### src/rtl/tl_a_arb_if.sv
// Signal bundle for the two-requester TileLink A/D arbiter.
// The master modport is the arbiter's view; slave is the requesters/slave-side environment.
interface tl_a_arb_if #(
  parameter int SRC_W = 6
);
  logic              in0_a_valid, in0_a_ready;
  logic [2:0]        in0_a_opcode, in0_a_param;
  logic [3:0]        in0_a_size;
  logic [SRC_W-1:0]  in0_a_source;
  logic [31:0]       in0_a_address;
  logic [3:0]        in0_a_mask;
  logic [31:0]       in0_a_data;
  logic              in0_a_corrupt;

  logic              in1_a_valid, in1_a_ready;
  logic [2:0]        in1_a_opcode, in1_a_param;
  logic [3:0]        in1_a_size;
  logic [SRC_W-1:0]  in1_a_source;
  logic [31:0]       in1_a_address;
  logic [3:0]        in1_a_mask;
  logic [31:0]       in1_a_data;
  logic              in1_a_corrupt;

  logic              out_a_valid, out_a_ready;
  logic [2:0]        out_a_opcode, out_a_param;
  logic [3:0]        out_a_size;
  logic [SRC_W:0]    out_a_source;
  logic [31:0]       out_a_address;
  logic [3:0]        out_a_mask;
  logic [31:0]       out_a_data;
  logic              out_a_corrupt;

  logic              d_valid, d_ready;
  logic [SRC_W:0]    d_source;
  logic [2:0]        d_opcode;
  logic [3:0]        d_size;
  logic [31:0]       d_data;
  logic              d_denied;

  logic              in0_d_valid, in0_d_ready;
  logic [SRC_W-1:0]  in0_d_source;
  logic [2:0]        in0_d_opcode;
  logic [3:0]        in0_d_size;
  logic [31:0]       in0_d_data;
  logic              in0_d_denied;

  logic              in1_d_valid, in1_d_ready;
  logic [SRC_W-1:0]  in1_d_source;
  logic [2:0]        in1_d_opcode;
  logic [3:0]        in1_d_size;
  logic [31:0]       in1_d_data;
  logic              in1_d_denied;

  modport master (
    input  in0_a_valid, in0_a_opcode, in0_a_param, in0_a_size, in0_a_source,
           in0_a_address, in0_a_mask, in0_a_data, in0_a_corrupt,
    output in0_a_ready,
    input  in1_a_valid, in1_a_opcode, in1_a_param, in1_a_size, in1_a_source,
           in1_a_address, in1_a_mask, in1_a_data, in1_a_corrupt,
    output in1_a_ready,
    output out_a_valid, out_a_opcode, out_a_param, out_a_size, out_a_source,
           out_a_address, out_a_mask, out_a_data, out_a_corrupt,
    input  out_a_ready,
    input  d_valid, d_source, d_opcode, d_size, d_data, d_denied,
    output d_ready,
    output in0_d_valid, in0_d_source, in0_d_opcode, in0_d_size, in0_d_data, in0_d_denied,
    input  in0_d_ready,
    output in1_d_valid, in1_d_source, in1_d_opcode, in1_d_size, in1_d_data, in1_d_denied,
    input  in1_d_ready
  );

  modport slave (
    output in0_a_valid, in0_a_opcode, in0_a_param, in0_a_size, in0_a_source,
           in0_a_address, in0_a_mask, in0_a_data, in0_a_corrupt,
    input  in0_a_ready,
    output in1_a_valid, in1_a_opcode, in1_a_param, in1_a_size, in1_a_source,
           in1_a_address, in1_a_mask, in1_a_data, in1_a_corrupt,
    input  in1_a_ready,
    input  out_a_valid, out_a_opcode, out_a_param, out_a_size, out_a_source,
           out_a_address, out_a_mask, out_a_data, out_a_corrupt,
    output out_a_ready,
    output d_valid, d_source, d_opcode, d_size, d_data, d_denied,
    input  d_ready,
    input  in0_d_valid, in0_d_source, in0_d_opcode, in0_d_size, in0_d_data, in0_d_denied,
    output in0_d_ready,
    input  in1_d_valid, in1_d_source, in1_d_opcode, in1_d_size, in1_d_data, in1_d_denied,
    output in1_d_ready
  );
endinterface

### src/rtl/tl_a_arb.sv
// Two-requester TileLink A-channel arbiter with burst locking and D-channel return routing.
// Define TL_A_ARB_FIXED_PRIO_EN for fixed priority to requester 0 instead of round-robin.
//
// state | meaning
// IDLE  | arbitrate each cycle; single-beat messages complete here
// BURST | locked to lock_q until the remaining beats of a Put burst have fired
module tl_a_arb #(
  parameter int SRC_W    = 6,
  parameter int MAX_SIZE = 6
) (
  input logic       clock,
  input logic       reset_n,
  tl_a_arb_if.master bus
);
  localparam int CNT_W = (MAX_SIZE > 3) ? MAX_SIZE - 2 : 1;

  typedef enum logic {IDLE, BURST} state_t;

  state_t           state_q, state_d;
  logic [CNT_W-1:0] cnt_q, cnt_d;
  logic             lock_q, lock_d;
`ifndef TL_A_ARB_FIXED_PRIO_EN
  logic             rr_q, rr_d;
`endif

  logic             win_id;
  logic             win_valid;
  logic             fire;
  logic             multi;
  logic [3:0]       shift;
  logic [CNT_W:0]   beats;
  logic [CNT_W:0]   load;

  always_comb begin
    win_id = 1'b0;
    if (state_q == BURST) begin
      win_id = lock_q;
    end else if (bus.in0_a_valid && bus.in1_a_valid) begin
`ifdef TL_A_ARB_FIXED_PRIO_EN
      win_id = 1'b0;
`else
      win_id = rr_q;
`endif
    end else if (bus.in1_a_valid) begin
      win_id = 1'b1;
    end
  end

  assign win_valid = win_id ? bus.in1_a_valid : bus.in0_a_valid;
  assign bus.out_a_valid = reset_n & win_valid;
  assign bus.in0_a_ready = reset_n & bus.out_a_ready & ~win_id;
  assign bus.in1_a_ready = reset_n & bus.out_a_ready & win_id;
  assign fire = bus.out_a_valid & bus.out_a_ready;

  assign bus.out_a_opcode  = win_id ? bus.in1_a_opcode  : bus.in0_a_opcode;
  assign bus.out_a_param   = win_id ? bus.in1_a_param   : bus.in0_a_param;
  assign bus.out_a_size    = win_id ? bus.in1_a_size    : bus.in0_a_size;
  assign bus.out_a_source  = {win_id, win_id ? bus.in1_a_source : bus.in0_a_source};
  assign bus.out_a_address = win_id ? bus.in1_a_address : bus.in0_a_address;
  assign bus.out_a_mask    = win_id ? bus.in1_a_mask    : bus.in0_a_mask;
  assign bus.out_a_data    = win_id ? bus.in1_a_data    : bus.in0_a_data;
  assign bus.out_a_corrupt = win_id ? bus.in1_a_corrupt : bus.in0_a_corrupt;

  // Sizes above MAX_SIZE are illegal and are passed through as single beats.
  assign multi = (bus.out_a_opcode == 3'd0 || bus.out_a_opcode == 3'd1) &&
                 (bus.out_a_size > 4'd2) && (bus.out_a_size <= 4'(MAX_SIZE));
  assign shift = bus.out_a_size - 4'd2;
  assign beats = (CNT_W+1)'(1) << shift;
  assign load  = beats - (CNT_W+1)'(2);

  always_comb begin
    state_d = state_q;
    cnt_d   = cnt_q;
    lock_d  = lock_q;
`ifndef TL_A_ARB_FIXED_PRIO_EN
    rr_d    = rr_q;
`endif
    case (state_q)
      IDLE: begin
        if (fire) begin
          if (multi) begin
            state_d = BURST;
            cnt_d   = load[CNT_W-1:0];
            lock_d  = win_id;
          end else begin
`ifndef TL_A_ARB_FIXED_PRIO_EN
            rr_d = ~win_id;
`endif
          end
        end
      end
      BURST: begin
        if (fire) begin
          if (cnt_q != '0) begin
            cnt_d = cnt_q - CNT_W'(1);
          end else begin
            state_d = IDLE;
`ifndef TL_A_ARB_FIXED_PRIO_EN
            rr_d    = ~lock_q;
`endif
          end
        end
      end
      default: state_d = IDLE;
    endcase
  end

  always_ff @(posedge clock) begin
    if (!reset_n) begin
      state_q <= IDLE;
      cnt_q   <= '0;
      lock_q  <= 1'b0;
`ifndef TL_A_ARB_FIXED_PRIO_EN
      rr_q    <= 1'b0;
`endif
    end else begin
      state_q <= state_d;
      cnt_q   <= cnt_d;
      lock_q  <= lock_d;
`ifndef TL_A_ARB_FIXED_PRIO_EN
      rr_q    <= rr_d;
`endif
    end
  end

  // D responses are steered by the requester-ID bit prepended on the A side.
  assign bus.in0_d_valid  = reset_n & bus.d_valid & ~bus.d_source[SRC_W];
  assign bus.in1_d_valid  = reset_n & bus.d_valid &  bus.d_source[SRC_W];
  assign bus.d_ready      = reset_n & (bus.d_source[SRC_W] ? bus.in1_d_ready : bus.in0_d_ready);
  assign bus.in0_d_source = bus.d_source[SRC_W-1:0];
  assign bus.in1_d_source = bus.d_source[SRC_W-1:0];
  assign bus.in0_d_opcode = bus.d_opcode;
  assign bus.in1_d_opcode = bus.d_opcode;
  assign bus.in0_d_size   = bus.d_size;
  assign bus.in1_d_size   = bus.d_size;
  assign bus.in0_d_data   = bus.d_data;
  assign bus.in1_d_data   = bus.d_data;
  assign bus.in0_d_denied = bus.d_denied;
  assign bus.in1_d_denied = bus.d_denied;
endmodule

### src/flat_wrapper.sv
// flat-port wrapper written by rule: the top's interface ports become plain ports
module tl_a_arb_flat 
#(
  parameter int SRC_W    = 6,
  parameter int MAX_SIZE = 6
)
  (clock, reset_n, bus_in0_a_valid, bus_in0_a_opcode, bus_in0_a_param, bus_in0_a_size, bus_in0_a_source, bus_in0_a_address, bus_in0_a_mask, bus_in0_a_data, bus_in0_a_corrupt, bus_in0_a_ready, bus_in1_a_valid, bus_in1_a_opcode, bus_in1_a_param, bus_in1_a_size, bus_in1_a_source, bus_in1_a_address, bus_in1_a_mask, bus_in1_a_data, bus_in1_a_corrupt, bus_in1_a_ready, bus_out_a_valid, bus_out_a_opcode, bus_out_a_param, bus_out_a_size, bus_out_a_source, bus_out_a_address, bus_out_a_mask, bus_out_a_data, bus_out_a_corrupt, bus_out_a_ready, bus_d_valid, bus_d_source, bus_d_opcode, bus_d_size, bus_d_data, bus_d_denied, bus_d_ready, bus_in0_d_valid, bus_in0_d_source, bus_in0_d_opcode, bus_in0_d_size, bus_in0_d_data, bus_in0_d_denied, bus_in0_d_ready, bus_in1_d_valid, bus_in1_d_source, bus_in1_d_opcode, bus_in1_d_size, bus_in1_d_data, bus_in1_d_denied, bus_in1_d_ready);
  tl_a_arb_if #(.SRC_W(SRC_W)) bus_i ();
  input logic clock;
  input logic reset_n;
  input wire logic [$bits(bus_i.in0_a_valid)-1:0] bus_in0_a_valid;
  input wire logic [$bits(bus_i.in0_a_opcode)-1:0] bus_in0_a_opcode;
  input wire logic [$bits(bus_i.in0_a_param)-1:0] bus_in0_a_param;
  input wire logic [$bits(bus_i.in0_a_size)-1:0] bus_in0_a_size;
  input wire logic [$bits(bus_i.in0_a_source)-1:0] bus_in0_a_source;
  input wire logic [$bits(bus_i.in0_a_address)-1:0] bus_in0_a_address;
  input wire logic [$bits(bus_i.in0_a_mask)-1:0] bus_in0_a_mask;
  input wire logic [$bits(bus_i.in0_a_data)-1:0] bus_in0_a_data;
  input wire logic [$bits(bus_i.in0_a_corrupt)-1:0] bus_in0_a_corrupt;
  output wire logic [$bits(bus_i.in0_a_ready)-1:0] bus_in0_a_ready;
  input wire logic [$bits(bus_i.in1_a_valid)-1:0] bus_in1_a_valid;
  input wire logic [$bits(bus_i.in1_a_opcode)-1:0] bus_in1_a_opcode;
  input wire logic [$bits(bus_i.in1_a_param)-1:0] bus_in1_a_param;
  input wire logic [$bits(bus_i.in1_a_size)-1:0] bus_in1_a_size;
  input wire logic [$bits(bus_i.in1_a_source)-1:0] bus_in1_a_source;
  input wire logic [$bits(bus_i.in1_a_address)-1:0] bus_in1_a_address;
  input wire logic [$bits(bus_i.in1_a_mask)-1:0] bus_in1_a_mask;
  input wire logic [$bits(bus_i.in1_a_data)-1:0] bus_in1_a_data;
  input wire logic [$bits(bus_i.in1_a_corrupt)-1:0] bus_in1_a_corrupt;
  output wire logic [$bits(bus_i.in1_a_ready)-1:0] bus_in1_a_ready;
  output wire logic [$bits(bus_i.out_a_valid)-1:0] bus_out_a_valid;
  output wire logic [$bits(bus_i.out_a_opcode)-1:0] bus_out_a_opcode;
  output wire logic [$bits(bus_i.out_a_param)-1:0] bus_out_a_param;
  output wire logic [$bits(bus_i.out_a_size)-1:0] bus_out_a_size;
  output wire logic [$bits(bus_i.out_a_source)-1:0] bus_out_a_source;
  output wire logic [$bits(bus_i.out_a_address)-1:0] bus_out_a_address;
  output wire logic [$bits(bus_i.out_a_mask)-1:0] bus_out_a_mask;
  output wire logic [$bits(bus_i.out_a_data)-1:0] bus_out_a_data;
  output wire logic [$bits(bus_i.out_a_corrupt)-1:0] bus_out_a_corrupt;
  input wire logic [$bits(bus_i.out_a_ready)-1:0] bus_out_a_ready;
  input wire logic [$bits(bus_i.d_valid)-1:0] bus_d_valid;
  input wire logic [$bits(bus_i.d_source)-1:0] bus_d_source;
  input wire logic [$bits(bus_i.d_opcode)-1:0] bus_d_opcode;
  input wire logic [$bits(bus_i.d_size)-1:0] bus_d_size;
  input wire logic [$bits(bus_i.d_data)-1:0] bus_d_data;
  input wire logic [$bits(bus_i.d_denied)-1:0] bus_d_denied;
  output wire logic [$bits(bus_i.d_ready)-1:0] bus_d_ready;
  output wire logic [$bits(bus_i.in0_d_valid)-1:0] bus_in0_d_valid;
  output wire logic [$bits(bus_i.in0_d_source)-1:0] bus_in0_d_source;
  output wire logic [$bits(bus_i.in0_d_opcode)-1:0] bus_in0_d_opcode;
  output wire logic [$bits(bus_i.in0_d_size)-1:0] bus_in0_d_size;
  output wire logic [$bits(bus_i.in0_d_data)-1:0] bus_in0_d_data;
  output wire logic [$bits(bus_i.in0_d_denied)-1:0] bus_in0_d_denied;
  input wire logic [$bits(bus_i.in0_d_ready)-1:0] bus_in0_d_ready;
  output wire logic [$bits(bus_i.in1_d_valid)-1:0] bus_in1_d_valid;
  output wire logic [$bits(bus_i.in1_d_source)-1:0] bus_in1_d_source;
  output wire logic [$bits(bus_i.in1_d_opcode)-1:0] bus_in1_d_opcode;
  output wire logic [$bits(bus_i.in1_d_size)-1:0] bus_in1_d_size;
  output wire logic [$bits(bus_i.in1_d_data)-1:0] bus_in1_d_data;
  output wire logic [$bits(bus_i.in1_d_denied)-1:0] bus_in1_d_denied;
  input wire logic [$bits(bus_i.in1_d_ready)-1:0] bus_in1_d_ready;
  assign bus_i.in0_a_valid = bus_in0_a_valid;
  assign bus_i.in0_a_opcode = bus_in0_a_opcode;
  assign bus_i.in0_a_param = bus_in0_a_param;
  assign bus_i.in0_a_size = bus_in0_a_size;
  assign bus_i.in0_a_source = bus_in0_a_source;
  assign bus_i.in0_a_address = bus_in0_a_address;
  assign bus_i.in0_a_mask = bus_in0_a_mask;
  assign bus_i.in0_a_data = bus_in0_a_data;
  assign bus_i.in0_a_corrupt = bus_in0_a_corrupt;
  assign bus_in0_a_ready = bus_i.in0_a_ready;
  assign bus_i.in1_a_valid = bus_in1_a_valid;
  assign bus_i.in1_a_opcode = bus_in1_a_opcode;
  assign bus_i.in1_a_param = bus_in1_a_param;
  assign bus_i.in1_a_size = bus_in1_a_size;
  assign bus_i.in1_a_source = bus_in1_a_source;
  assign bus_i.in1_a_address = bus_in1_a_address;
  assign bus_i.in1_a_mask = bus_in1_a_mask;
  assign bus_i.in1_a_data = bus_in1_a_data;
  assign bus_i.in1_a_corrupt = bus_in1_a_corrupt;
  assign bus_in1_a_ready = bus_i.in1_a_ready;
  assign bus_out_a_valid = bus_i.out_a_valid;
  assign bus_out_a_opcode = bus_i.out_a_opcode;
  assign bus_out_a_param = bus_i.out_a_param;
  assign bus_out_a_size = bus_i.out_a_size;
  assign bus_out_a_source = bus_i.out_a_source;
  assign bus_out_a_address = bus_i.out_a_address;
  assign bus_out_a_mask = bus_i.out_a_mask;
  assign bus_out_a_data = bus_i.out_a_data;
  assign bus_out_a_corrupt = bus_i.out_a_corrupt;
  assign bus_i.out_a_ready = bus_out_a_ready;
  assign bus_i.d_valid = bus_d_valid;
  assign bus_i.d_source = bus_d_source;
  assign bus_i.d_opcode = bus_d_opcode;
  assign bus_i.d_size = bus_d_size;
  assign bus_i.d_data = bus_d_data;
  assign bus_i.d_denied = bus_d_denied;
  assign bus_d_ready = bus_i.d_ready;
  assign bus_in0_d_valid = bus_i.in0_d_valid;
  assign bus_in0_d_source = bus_i.in0_d_source;
  assign bus_in0_d_opcode = bus_i.in0_d_opcode;
  assign bus_in0_d_size = bus_i.in0_d_size;
  assign bus_in0_d_data = bus_i.in0_d_data;
  assign bus_in0_d_denied = bus_i.in0_d_denied;
  assign bus_i.in0_d_ready = bus_in0_d_ready;
  assign bus_in1_d_valid = bus_i.in1_d_valid;
  assign bus_in1_d_source = bus_i.in1_d_source;
  assign bus_in1_d_opcode = bus_i.in1_d_opcode;
  assign bus_in1_d_size = bus_i.in1_d_size;
  assign bus_in1_d_data = bus_i.in1_d_data;
  assign bus_in1_d_denied = bus_i.in1_d_denied;
  assign bus_i.in1_d_ready = bus_in1_d_ready;
  tl_a_arb #(.SRC_W(SRC_W), .MAX_SIZE(MAX_SIZE)) u_core (.clock(clock), .reset_n(reset_n), .bus(bus_i));
endmodule
### config.mk
export PLATFORM = sky130hd
export DESIGN_NAME = tl_a_arb_flat
export DESIGN_NICKNAME = d
export VERILOG_FILES = /design/src/rtl/tl_a_arb_if.sv /design/src/rtl/tl_a_arb.sv /design/src/flat_wrapper.sv
export SDC_FILE = /design/constraint.sdc
export NUM_CORES = 1
export LEC_CHECK = 0
export CORE_AREA = 5 5 156 158
export DETAILED_ROUTE_END_ITERATION = 6
export DIE_AREA = 0 0 161 163
export HOLD_SLACK_MARGIN = 0.03
export PLACE_DENSITY = 0.55
export REMOVE_ABC_BUFFERS = 1
export SYNTH_ARGS = -nofsm -noshare
export SYNTH_HDL_FRONTEND = slang
export SYNTH_SLANG_ARGS = --single-unit
### constraint.sdc
create_clock -name clock -period 5.1 [get_ports clock]
set_input_delay 0.51 -clock clock [delete_from_list [all_inputs] [get_ports clock]]
set_output_delay 0.51 -clock clock [all_outputs]
set_load 0.02 [all_outputs]
==> run_results.csv <==
group,metric,value,unit
status,status,"finished, final reports clean",
logic_synthesis,synth.top_cell.area_share,39.4,%
clock_tree,tritoncts,"built",
grt,grt_first_pass_wirelength,25.3,mm
logic_synthesis,syn_inst,462,
clock_tree,worst_skew_pair.late_latency,0.23,ns
sta,max_slew_margin,61.0,%
floorplan,dieArea,0.0262,mm²
pwr,intPower,441,µW
floorplan,die_x,161,µm
logic_synthesis,yosysTopAreaCell,"nand2_1",
clock_tree,clk_pin_slew,0.03,ns
drt,post_drt_wl_per_cell,21.0,µm
sta,rsz0062_at_grt,"no",
setup_path,start_kind,"primary input",
drt,vias_per_cell,3.88,
pwr,max-vdd-ir-drop,0.0558,mV
pwr,p_comb_share,73.5,%
sta,fin_crit,3.84,ns
setup_path,arrival,3.33,ns
pwr,p_per_area,149,mW/mm²
clock_tree,cts_repair_resize_count,0,
clock_tree,root_buffer,"clkbuf_16",
drt,drt-total-wl,19.2,mm
logic_synthesis,postSynthAreaPerCell,5.38,µm²
clock_tree,post_cts_buffers,0,
floorplan,die-height,163,µm
drt,dr.pass1.iters,4,
finish,nNetsFinal,852,
setup_path,endpoint_kind,"primary output",
pwr,power,729,µW
sta,final.setup_skew,0.00133,ns
pwr,p_leak,2.11,nW
sta,fmax,261,MHz
finish,drive_gt1_share,2.24,%
pwr,clockPowerShare,18.3,%
sta,setup_viol,0,
clock_tree,cts_made_buffers,3,
finish,diodes,0,
drt,drc,0,
setup_path,worstSetupPathType,"primary input to primary output",
floorplan,initial_core_util,10.8,%
setup_path,required,4.59,ns
floorplan,core-area,0.0230,mm²
sta,holdWs,0.458,ns
placed_design,port_buffers,270,
logic_synthesis,synth-edff-count,0,
pwr,swShare,39.6,%
placed_design,dp_hpwl,16.8,mm
grt,grt_usage,13.4,%
logic_synthesis,synth_ff_type,"dfxtp_1",
logic_synthesis,yosysWarningCount,0,
logic_synthesis,yosys.area_share.simple,47.7,%
sta,hold_violations,0,
flow_run,maxCapViolCount,0,
logic_synthesis,synth_top_family_by_area,"simple AND/OR/NAND/NOR gates",
grt,antenna_found_initial,0,
grt,grt_max_degree,59,
floorplan,pin_count,409,
logic_synthesis,synthAdderAreaFrac,1.01,%
drt,vias,3548,
clock_tree,cts.sinks,7,
logic_synthesis,ys_types,42,
clock_tree,clockBufferDepth,2,
logic_synthesis,muxShareOfSynthArea,1.61,%
pwr,p_sw,289,µW
logic_synthesis,async_flop_share,0,%
hold_path,hold_class,"flop to flop",
grt,first_global_vias,3609,
logic_synthesis,seq_area_frac_synth,5.64,%
placed_design,gp_congestion,0.838,
sta,slew_violations,0,
floorplan,row_count,56,
clock_tree,holdBufCountCts,0,
logic_synthesis,synthXorXnorAreaFrac,0,%
logic_synthesis,synth_compound_area_share,11.7,%
logic_synthesis,synth-seq-cells,7,
logic_synthesis,yosys-top-cells-area,"nand2_1 (39%), buf_4 (28%), dfxtp_1 (5.6%), clkbuf_1 (2.3%), a2111oi_4 (2.2%)",
setup_path,crit_fanout,52,
clock_tree,cts_max_level,1,
drt,ant_nets,0,
pwr,sequentialPowerShare,8.1,%
sta,tightest_slew,0.585,ns
drt,drtIter0Drc,152,
logic_synthesis,synth_area,0.00248,mm²
sta,finalCritPeriodShare,75.2,%
finish,syn_to_final_growth,96.8,%
setup_path,regToRegSetupSlack,1.73,ns
grt,overflow,0,
## cell type report
| type | count | area [µm²] |
|---|---|---|
| Clock buffer | 4 | 78.8 |
| Inverter | 5 | 20.0 |
| Timing Repair Buffer | 273 | 2740 |
| Multi-Input combinational cell | 335 | 1550 |
| Fill cell | 2621 | 18100 |
| Sequential cell | 7 | 140 |
| Tap cell | 290 | 363 |
## cells by family after synthesis
family / Yosys count
AND/OR/NAND/NOR: 296
buffers and inverters: 120
AO/OA/AOI/OAI: 33
flip-flops: 7
multiplexers: 4
adder cells (fa/ha/maj): 2
## layer usage
layer	part of all wire (%)	wire length (µm)	track usage [%]
met5	1.2	230	7.20
met3	24	4650	14.8
met1	34	6600	13.1
met2	39	7580	19.2
met4	0.79	152	1.59
## path summary, 6_finish.rpt
path                        startpoint                      endpoint  cells after the start
min reg2reg   u_core.rr_q$_SDFFE_PN0P_      u_core.rr_q$_SDFFE_PN0P_                      2
max reg2reg  u_core.state_q$_SDFF_PN0_  u_core.cnt_q[3]$_SDFFE_PN0P_                     12
min           u_core.rr_q$_SDFFE_PN0P_      u_core.rr_q$_SDFFE_PN0P_                      2
max                    bus_in1_a_valid             bus_out_a_mask[1]                      8
## state kept, by name (all words and copies together), names as in the netlist
| name | cells |
|---|---|
| u_core.rr_q | 1 |
| u_core.state_q | 1 |
| u_core.cnt_q | 4 |
| u_core.lock_q | 1 |
## layout by cell type, fill, tap and decap left out, types with 2 or more instances in the layout
| cell type | count |
|---|---|
| a2111oi_4 | 2 |
| a211oi_1 | 4 |
| a21bo_1 | 2 |
| a21oi_1 | 3 |
| a311oi_1 | 2 |
| buf_4 | 2 |
| clkbuf_16 | 3 |
| clkdlybuf4s50_1 | 270 |
| dfxtp_1 | 7 |
| ha_1 | 2 |
| inv_1 | 4 |
| mux2i_1 | 4 |
| nand2_1 | 261 |
| nand2b_1 | 4 |
| nand3b_1 | 3 |
| nand4_1 | 2 |
| nor2_1 | 10 |
| nor2b_1 | 4 |
| nor4_1 | 2 |
| o21ai_0 | 5 |
| o311ai_0 | 3 |
| o31ai_1 | 2 |
| or2_2 | 2 |
## worst max-delay path, stage by stage
cell,delay (ns)
clkdlybuf4s50_1,0.47
nor2b_1,0.22
a21oi_4,0.21
buf_4,0.48
buf_4,0.47
nand2_1,0.18
nand2_1,0.09
clkdlybuf4s50_1,0.60
## stage by stage
step	cells	setup WS (ns)	util, %	TNS, ns	instance area (µm²)
6_report	914	1.26	21.3	0	4890
5_1_grt	914	1.09	21.3	0	4890
4_1_cts	914	1.26	21.3	0	4890
3_5_place_dp	910	1.26	20.9	0	4810
3_3_place_gp	910	1.24	20.9	0	4810
2_1_floorplan	347	-0.760	-	-24.86	1700
## synth_stat cells (2+ instances only)
library cell	count
a2111oi_4	2
a211oi_1	4
a21bo_1	2
a21oi_1	3
a311oi_1	2
buf_1	5
buf_2	2
buf_4	93
clkbuf_1	15
dfxtp_1	7
ha_1	2
inv_1	5
mux2i_1	4
nand2_1	261
nand2b_1	4
nand3b_1	3
nand4_1	2
nor2_1	10
nor2b_1	4
nor4_1	2
o21ai_0	5
o311ai_0	3
o31ai_1	2
or2_2	2
## power groups by stage
stage	clock [mW]	combinational, mW	sequential [mW]
finish	0.134	0.536	0.0592
CTS	0.136	0.547	0.0592
detailed placement	0	0.543	0.0600
floorplan	0	0.206	0.0595
global route	0.141	0.577	0.0595
global placement	0	0.544	0.0600
Note: power is estimated with default switching activity, not from simulation.
